[config.mk]
export PLATFORM = sky130hd
export DESIGN_NAME = fp_round_pack
export DESIGN_NICKNAME = d
export VERILOG_FILES = /design/src/rtl/fp_round_pack.sv
export SDC_FILE = /design/constraint.sdc
export NUM_CORES = 1
export LEC_CHECK = 0
export CAP_MARGIN = 20
export CORE_ASPECT_RATIO = 0.6
export CORE_MARGIN = 2
export CORE_UTILIZATION = 48
export DETAILED_ROUTE_END_ITERATION = 6
export HOLD_SLACK_MARGIN = 0.02
export PLACE_DENSITY_LB_ADDON = 0.08
export SYNTH_ARGS = -nofsm -noshare
export SYNTH_HDL_FRONTEND = slang
export SYNTH_SLANG_ARGS = --single-unit
[constraint.sdc]
create_clock -name clk -period 2.3 [get_ports clk]
set_input_delay 0.46 -clock clk [delete_from_list [all_inputs] [get_ports clk]]
set_output_delay 0.46 -clock clk [all_outputs]
set_load 0.005 [all_outputs]
[src/rtl/fp_round_pack.sv]
`default_nettype none
// ============================================================================
//  Module      : fp_round_pack
//  Description : Output stage of the single-precision FP adder. Classifies
//                the normalised sum, packs it into an IEEE754 word through a
//                2-stage valid/ready pipeline, keeps sticky exception flags
//                and counts delivered results.
//  Revision    : 1.0 - initial release
// ============================================================================
module fp_round_pack (
    input  logic        clk,
    input  logic        rst_n,
    input  logic        in_valid,
    output logic        in_ready,
    input  logic [31:0] frac_in,
    input  logic [7:0]  exp_in,
    input  logic        sign_in,
    input  logic        op_in,
    input  logic        nan_in,
    input  logic        inf_in,
    output logic        out_valid,
    input  logic        out_ready,
    output logic [31:0] result,
    output logic [2:0]  flags,
    input  logic        flag_clr,
    output logic [15:0] result_count
);

    // Result classes, resolved in stage 1 and consumed by the stage 2 packer
    localparam logic [2:0] CLS_NAN  = 3'd0;
    localparam logic [2:0] CLS_INF  = 3'd1;
    localparam logic [2:0] CLS_ZERO = 3'd2;
    localparam logic [2:0] CLS_OVF  = 3'd3;
    localparam logic [2:0] CLS_UNF  = 3'd4;
    localparam logic [2:0] CLS_NORM = 3'd5;

    localparam logic [31:0] C_QNAN     = 32'h7FC0_0000;
    localparam logic [15:0] C_CNT_MAX  = 16'hFFFF;

    // Flag bit positions inside {invalid, overflow, underflow}
    localparam logic [2:0] C_FLG_INV = 3'b100;
    localparam logic [2:0] C_FLG_OVF = 3'b010;
    localparam logic [2:0] C_FLG_UNF = 3'b001;

    // Stage 1 registers
    logic        r_s1_valid;
    logic [2:0]  r_s1_cls;
    logic        r_s1_sign;
    logic        r_s1_op;
    logic [7:0]  r_s1_exp;
    logic [22:0] r_s1_mant;

    // Stage 2 / status registers
    logic        r_out_valid;
    logic [31:0] r_result;
    logic [2:0]  r_flags;
    logic [15:0] r_count;

    // Combinational control and datapath
    logic        w_s2_adv;
    logic        w_s1_adv;
    logic        w_s2_load;
    logic [2:0]  w_cls;
    logic [31:0] w_packed;
    logic [2:0]  w_new_flags;

    // Upper fraction bits carry no information for single precision
    logic        w_unused_frac;
    assign w_unused_frac = ^frac_in[31:24];

    // Pipeline advance: each stage moves when its successor has room
    assign w_s2_adv  = !r_out_valid || out_ready;
    assign w_s1_adv  = !r_s1_valid || w_s2_adv;
    assign w_s2_load = w_s2_adv && r_s1_valid;

    assign in_ready     = w_s1_adv;
    assign out_valid    = r_out_valid;
    assign result       = r_result;
    assign flags        = r_flags;
    assign result_count = r_count;

    // Classify the incoming result, highest-priority condition first
    always_comb begin
        w_cls = CLS_NORM;
        if (nan_in)
            w_cls = CLS_NAN;
        else if (inf_in)
            w_cls = CLS_INF;
        else if (!frac_in[23])
            w_cls = CLS_ZERO;
        else if (exp_in == 8'hFF)
            w_cls = CLS_OVF;
        else if (exp_in == 8'h00)
            w_cls = CLS_UNF;
    end

    // Stage 1: capture the classified operand whenever the stage advances
    always_ff @(posedge clk or negedge rst_n) begin
        if (!rst_n) begin
            r_s1_valid <= 1'b0;
            r_s1_cls   <= CLS_ZERO;
            r_s1_sign  <= 1'b0;
            r_s1_op    <= 1'b0;
            r_s1_exp   <= 8'd0;
            r_s1_mant  <= 23'd0;
        end else if (w_s1_adv) begin
            r_s1_valid <= in_valid;
            if (in_valid) begin
                r_s1_cls  <= w_cls;
                r_s1_sign <= sign_in;
                r_s1_op   <= op_in;
                r_s1_exp  <= exp_in;
                r_s1_mant <= frac_in[22:0];
            end
        end
    end

    // Pack the stage 1 contents into an IEEE754 word and its flag bits.
    // Rounding is truncation: the upstream datapath carries no guard bits.
    always_comb begin
        w_packed    = 32'd0;
        w_new_flags = 3'b000;
        case (r_s1_cls)
            CLS_NAN: begin
                w_packed    = C_QNAN;
                w_new_flags = C_FLG_INV;
            end
            CLS_INF: begin
                w_packed = {r_s1_sign, 8'hFF, 23'd0};
            end
            CLS_ZERO: begin
                // An exact cancellation of a subtraction yields +0
                w_packed = {(r_s1_op ? 1'b0 : r_s1_sign), 31'd0};
            end
            CLS_OVF: begin
                w_packed    = {r_s1_sign, 8'hFF, 23'd0};
                w_new_flags = C_FLG_OVF;
            end
            CLS_UNF: begin
                // Denormals are flushed to a signed zero
                w_packed    = {r_s1_sign, 31'd0};
                w_new_flags = C_FLG_UNF;
            end
            default: begin
                w_packed = {r_s1_sign, r_s1_exp, r_s1_mant};
            end
        endcase
    end

    // Stage 2: output register, held while downstream stalls
    always_ff @(posedge clk or negedge rst_n) begin
        if (!rst_n) begin
            r_out_valid <= 1'b0;
            r_result    <= 32'd0;
        end else if (w_s2_adv) begin
            r_out_valid <= r_s1_valid;
            if (r_s1_valid)
                r_result <= w_packed;
        end
    end

    // Sticky flags; a clear coinciding with a load keeps only the new bits
    always_ff @(posedge clk or negedge rst_n) begin
        if (!rst_n)
            r_flags <= 3'b000;
        else if (flag_clr)
            r_flags <= w_s2_load ? w_new_flags : 3'b000;
        else if (w_s2_load)
            r_flags <= r_flags | w_new_flags;
    end

    // Saturating count of results accepted downstream
    always_ff @(posedge clk or negedge rst_n) begin
        if (!rst_n)
            r_count <= 16'd0;
        else if (r_out_valid && out_ready && (r_count != C_CNT_MAX))
            r_count <= r_count + 16'd1;
    end

endmodule
`default_nettype wire

==> flow_summary_export.csv, run 1 <==
group,metric,value,unit
run_status,status,"finished clean",
worst_setup_path,critPathBufInv,2,
timing,fin_crit_sh,91.6,%
global_route,grtUsageTotal,20.4,%
global_route,grt_pass1_vias,2555,
worst_setup_path,worst_path_max_delay_cell,"clkdlybuf4s50_1",
worst_setup_path,worstPathMaxFanout,3,
logic_synthesis,synth_area_leaders,"dfrtp_1 60%, mux2_2 9.2%, a22o_1 5.5%, nand2_1 2.5%, xnor2_1 2.1%",
timing,fin_worst_skew,0.00479,ns
logic_synthesis,yosysWarnings,0,
final_layout,post-route-util,69.1,%
die,initial_core_util,50.2,%
clocking,cts_tree,"done",
die,die_h,71.8,um
detailed_routing,wl_per_cell,16.1,um
timing,setup_viol,0,
worst_setup_path,path_cells,"clkdlybuf4s50_1 -> nand3b_2 -> clkdlybuf4s50_1",
logic_synthesis,synth_area_leader_cell,"dfrtp_1",
final_layout,drive_gt1_share,18.3,%
placement,portBuffers,93,
timing,fin_setup_tns,0,ns
global_route,grt_overflow_total,0,
worst_setup_path,setup.worst_path.start_class,"input port",
logic_synthesis,synthArstFlopShare,100,%
worst_setup_path,r2r_end,"result_count[14]",
timing,worstMarginPinSlew,0.573,ns
clocking,cts_buffers,9,
worst_setup_path,cp_data_required_time,1.84,ns
detailed_routing,drc,0,
global_route,grt_max_degree,41,
logic_synthesis,ys_seq_area_share,60.6,%
clocking,clock-root-buffer,"clkbuf_16",
final_layout,n_fill_cell,563,
detailed_routing,drt_pass1_iterations,4,
timing,fin_crit,2.11,ns
logic_synthesis,syn_area,3670,um^2
clocking,cts_hold_buf,0,
logic_synthesis,yosys.area.top_type_share,59.9,%
clocking,clock_latency,0.33,ns
global_route,antenna_found_initial,0,
die,core-area,7330,um^2
worst_setup_path,rrSetupSlack,0.42,ns
logic_synthesis,netlist_instances,273,
detailed_routing,drt_iter0_drc,76,
clocking,clkTransAtPathRegs,0.06,ns
final_layout,antenna_cells,0,
timing,rsz0062_at_grt,"no",
die,rows,24,
worst_setup_path,cp_slowest_stage_delay,0.52,ns
power_and_ir_drop,powerDensity,812,nW/um^2
power_and_ir_drop,power,0.00411,W
worst_setup_path,arrival,1.65,ns
timing,slew_headroom,61.7,%
power_and_ir_drop,cellLeakagePower,2.15,nW
clocking,cts_resized,0,
logic_synthesis,yosys.cell_types.count,40,
final_layout,nets,424,
global_route,grt_first_pass_wirelength,12.7,mm
detailed_routing,vias,2541,
logic_synthesis,synth_edf_count,0,
worst_setup_path,r2r_cells,5,
worst_setup_path,crit_top_cell,"clkdlybuf4s50_1",
placement,hpwl,5.41,mm
worst_setup_path,crit_type,"input port to primary output",
placement,place_congestion,0.760,
logic_synthesis,syn_nets,323,
die,dieArea,8390,um^2
clocking,cts_setup_buffers,0,
flow_run,max_cap_viol_count,0,
die,io_pins,102,
worst_setup_path,cp-startpoint,"out_ready",
power_and_ir_drop,peakVddDrop,392,uV
detailed_routing,via_per_inst,5.27,
clocking,cts_max_level,3,
worst_setup_path,cp_top_family,"buffers and inverters",
timing,drv_slew,0,
detailed_routing,ant_nets,0,
worst_hold_path,hold_path_class,"input port to async pin",
final_layout,syn_to_final_growth,37.8,%
clocking,clock-sinks,89,
timing,timing.fmax,0.474,GHz
worst_setup_path,endpoint_kind,"primary output",
logic_synthesis,ys.flop_type,"dfrtp_1",
logic_synthesis,ys_ff_latch,89,
worst_setup_path,timing.rr.start,"result_count[0]",
timing,finalHoldViolCount,0,
clocking,clockBufferDepth,2,
detailed_routing,wl,7.74,mm
logic_synthesis,avgSynthCellArea,13.5,um^2
die,die_w,117,um
-- cell type report --
| class | count | area (um^2) | share of cell area, % |
|---|---|---|---|
| Sequential cell | 89 | 2230 | 44.0 |
| Multi-Input combinational cell | 168 | 1360 | 26.8 |
| Timing Repair Buffer | 102 | 1030 | 20.4 |
| Clock buffer | 12 | 256 | 5.07 |
| Tap cell | 104 | 130 | 2.57 |
| Clock inverter | 3 | 40.0 | 0.791 |
| Inverter | 4 | 15.0 | 0.297 |
-- power breakdown --
part,internal (W),total [W],switching [W]
clock network,0.000891,0.00144,0.000549
registers,0.00178,0.00194,0.000165
logic,0.000462,0.000729,0.000267
-- layer usage --
| layer | track usage [%] | routed length [um] |
|---|---|---|
| met1 | 28.8 | 3640 |
| met2 | 29.2 | 3530 |
| met3 | 7.53 | 474 |
| met4 | 7.19 | 97 |
| met5 | 0 | 0 |
-- metrics by stage --
step	hold WS, ns	instance area (um^2)	setup WS, ns	std cells
5_1_grt	0.0990	5060	0.161	482
2_1_floorplan	0.164	3670	0.633	273
4_1_cts	0.0843	5060	0.194	482
3_5_place_dp	0.444	4770	0.198	467
6_report	0.0711	5060	0.192	482
3_3_place_gp	0.439	4770	0.208	467
-- cells in the mapped netlist, types with 2 or more instances --
cell type / number
a21oi_1: 2
a22o_1: 23
and4_1: 3
buf_2: 7
buf_6: 2
clkbuf_1: 2
dfrtp_1: 88
inv_1: 4
mux2_1: 4
mux2_2: 30
mux2_4: 4
nand2_1: 24
nand2b_1: 4
nand3_1: 6
nand4_1: 9
nor2_1: 5
nor2b_1: 9
nor3_2: 2
nor4_1: 2
o21ai_0: 4
o31ai_1: 10
o32ai_1: 2
xnor2_1: 9
xor2_1: 2
-- cell usage in the layout, fill, tap and decap left out, types with 2 or more instances in the layout --
| cell type | n |
|---|---|
| mux2_4 | 4 |
| nand2_1 | 24 |
| nor3_2 | 2 |
| nand3_1 | 6 |
| nor2_1 | 5 |
| clkbuf_16 | 9 |
| xor2_1 | 2 |
| a22o_1 | 23 |
| buf_12 | 3 |
| nand4_1 | 9 |
| nor4_1 | 2 |
| and4_1 | 3 |
| xnor2_1 | 9 |
| o21ai_0 | 4 |
| o31ai_1 | 10 |
| clkbuf_8 | 2 |
| o32ai_1 | 2 |
| nand2b_1 | 4 |
| mux2_1 | 4 |
| a21oi_1 | 2 |
| clkdlybuf4s50_1 | 92 |
| dfrtp_1 | 88 |
| mux2_2 | 30 |
| buf_4 | 7 |
| inv_1 | 4 |
| nor2b_1 | 9 |
| clkinv_2 | 2 |
-- cells by family after synthesis --
kind of cell	count (synthesis)	synth area share (%)
mux	39	12.3
simple gates	72	11.3
compound gates	45	10.4
buf+inv	16	2.38
fa+ha+maj	1	0.340
xor+xnor	11	2.62
flops	89	60.6
-- worst max-delay path by stage --
stage | to | slack (ns) | cells after the start
floorplan | result_count[1] | 0.63 | 5
global placement | in_ready | 0.21 | 3
detailed placement | in_ready | 0.20 | 3
CTS | in_ready | 0.19 | 3
global route | in_ready | 0.16 | 3
finish | in_ready | 0.19 | 3
-- registers in the layout (all words and copies together), names as in the netlist --
register,flops
flags,3
r_s1_sign,1
result_count,16
out_valid,1
r_s1_exp,8
r_s1_valid,1
result,32
r_s1_cls,3
r_s1_op,1
r_s1_mant,23
(Power assumes the default switching activity.)
==> run 2: changes to the inputs <==
--- a/config.mk
+++ b/config.mk
@@ -8,9 +8,9 @@
 export CAP_MARGIN = 20
 export CORE_ASPECT_RATIO = 0.6
 export CORE_MARGIN = 2
-export CORE_UTILIZATION = 48
+export CORE_UTILIZATION = 45
 export DETAILED_ROUTE_END_ITERATION = 6
-export HOLD_SLACK_MARGIN = 0.02
+export HOLD_SLACK_MARGIN = 0.1
 export PLACE_DENSITY_LB_ADDON = 0.08
 export SYNTH_ARGS = -nofsm -noshare
 export SYNTH_HDL_FRONTEND = slang
==> run 2 against run 1 <==
- design area up 1.8%
- largest power group unchanged
- register-to-register slack worse by 0.02 ns
- first-iteration DRC count is 76% higher
- utilization shrank 3.7 points
- sequential share of layout area is 0.78 points lower
- setup slack better by 0.025 ns
- largest cell class unchanged
- global-route usage decreased by 1.1 points
- sequential cell count did not move
- wire length rose by 0.35%
==> flow_summary_export.csv, run 2 (synthesis results as in run 1) <==
group,metric,value,unit
run_status,status,"finished clean",
final_layout,multi_input_area,1360,um^2
global_route,grt_first_pass_wirelength,13.0,mm
timing,fin_crit,2.08,ns
global_route,grt_pass1_vias,2566,
final_layout,regArea,2230,um^2
detailed_routing,wl_per_cell,15.9,um
timing,fin_crit_sh,90.6,%
flow_run,max_cap_viol_count,0,
detailed_routing,drc,0,
clocking,clock-root-buffer,"clkbuf_16",
global_route,grt_overflow_total,0,
die,core-area,7880,um^2
detailed_routing,via_per_inst,5.14,
detailed_routing,drt_iter0_drc,134,
timing,rsz0062_at_grt,"no",
die,die_w,121,um
clocking,clock-sinks,89,
clocking,cts_resized,0,
final_layout,final_common_cell,"clkdlybuf4s50_1",
timing,setup_viol,0,
clocking,clockBufferDepth,2,
final_layout,syn_to_final_growth,40.2,%
die,dieArea,8930,um^2
global_route,grtUsageTotal,19.2,%
global_route,antenna_found_initial,0,
die,die_h,74,um
final_layout,antenna_cells,0,
detailed_routing,vias,2508,
worst_hold_path,hold_path_class,"register to register",
worst_setup_path,arrival,1.62,ns
timing,timing.fmax,0.480,GHz
power_and_ir_drop,cellLeakagePower,2.18,nW
worst_setup_path,timing.rr.start,"result_count[0]",
timing,fin_setup_tns,0,ns
die,io_pins,102,
detailed_routing,ant_nets,0,
final_layout,final_cell_mix,"92 x clkdlybuf4s50_1, 88 x dfrtp_1, 30 x mux2_2",
final_layout,nets,425,
worst_setup_path,setup.worst_path.start_class,"input port",
final_layout,largest_reg_flops,32,
worst_setup_path,worstPathMaxFanout,3,
timing,fin_worst_skew,0.00408,ns
timing,worstMarginPinSlew,0.560,ns
die,rows,25,
worst_hold_path,min_from,"result[27]",
clocking,clock_latency,0.34,ns
global_route,grt_max_degree,45,
power_and_ir_drop,peakVddDrop,597,uV
power_and_ir_drop,powerDensity,861,nW/um^2
die,initial_core_util,46.6,%
timing,finalHoldViolCount,0,
worst_setup_path,crit_type,"input port to primary output",
worst_setup_path,cp-startpoint,"out_ready",
clocking,cts_max_level,3,
timing,slew_headroom,62.6,%
placement,portBuffers,93,
final_layout,drive_gt1_share,18.2,%
timing,drv_slew,0,
worst_setup_path,cp_data_required_time,1.84,ns
detailed_routing,wl,7.77,mm
clocking,clkTransAtPathRegs,0.06,ns
placement,place_congestion,0.776,
clocking,cts_tree,"done",
final_layout,n_fill_cell,634,
clocking,cts_buffers,9,
placement,hpwl,5.45,mm
detailed_routing,drt_pass1_iterations,4,
final_layout,finalInstanceArea,5150,um^2
placement,placed_area,4780,um^2
worst_setup_path,endpoint_kind,"primary output",
run 2: critical path, cell delays in order:
cell and delay, ns:
clkdlybuf4s50_1 0.48, nand3b_2 0.15, clkdlybuf4s50_1 0.52
run 2: worst paths after layout:
path,to,slack [ns],depth (start not counted)
setup / recovery,in_ready,0.22,3
hold / removal,result[27],0.48,2
setup reg to reg,result_count[14],0.40,5
hold reg to reg,result[27],0.48,2
max in group asynchronous,r_s1_cls[1],1.08,3
min in group asynchronous,r_s1_mant[3],0.57,2
run 2: power by group:
part / switching [W] / leakage (nW) / internal (W)
Combinational: 0.000273 / 0.902 / 0.000469
Clock: 0.000583 / 0.170 / 0.00117
Sequential: 0.000165 / 1.11 / 0.00177
Total: 0.00102 / 2.18 / 0.00342
run 2: area by class of cell:
cell class,count,area share (%)
Tap cell,108,2.62
Clock buffer,11,4.52
Clock inverter,5,2.48
Timing Repair Buffer,103,20.5
Multi-Input combinational cell,168,26.4
Sequential cell,89,43.2
Inverter,4,0.291
run 2: layer usage:
layer | vias up | track usage, % | wire length, um
met5 | - | 0 | 0
met3 | 6 | 10.3 | 702
met2 | 76 | 28.6 | 3410
met4 | 0 | 4.26 | 65
li1 | 1207 | - | -
met1 | 1219 | 25.3 | 3590
run 2: stage by stage:
step           hold slack, ns  setup WS (ns)  util [%]  instances  total power (W)
3_3_place_gp            0.391          0.207      60.7        471          0.00269
6_report                0.479          0.217      65.4        488          0.00444
3_5_place_dp            0.389          0.205      60.7        471          0.00272
2_1_floorplan           0.164          0.633         -        273          0.00227
5_1_grt                 0.499          0.180      65.4        488          0.00465
4_1_cts                 0.482          0.200      65.4        488          0.00449
run 2: what timing repair did:
item,in CTS,in global routing
endpoints found under the hold margin,24,0
setup buffers,0,0
hold buffers,1,0
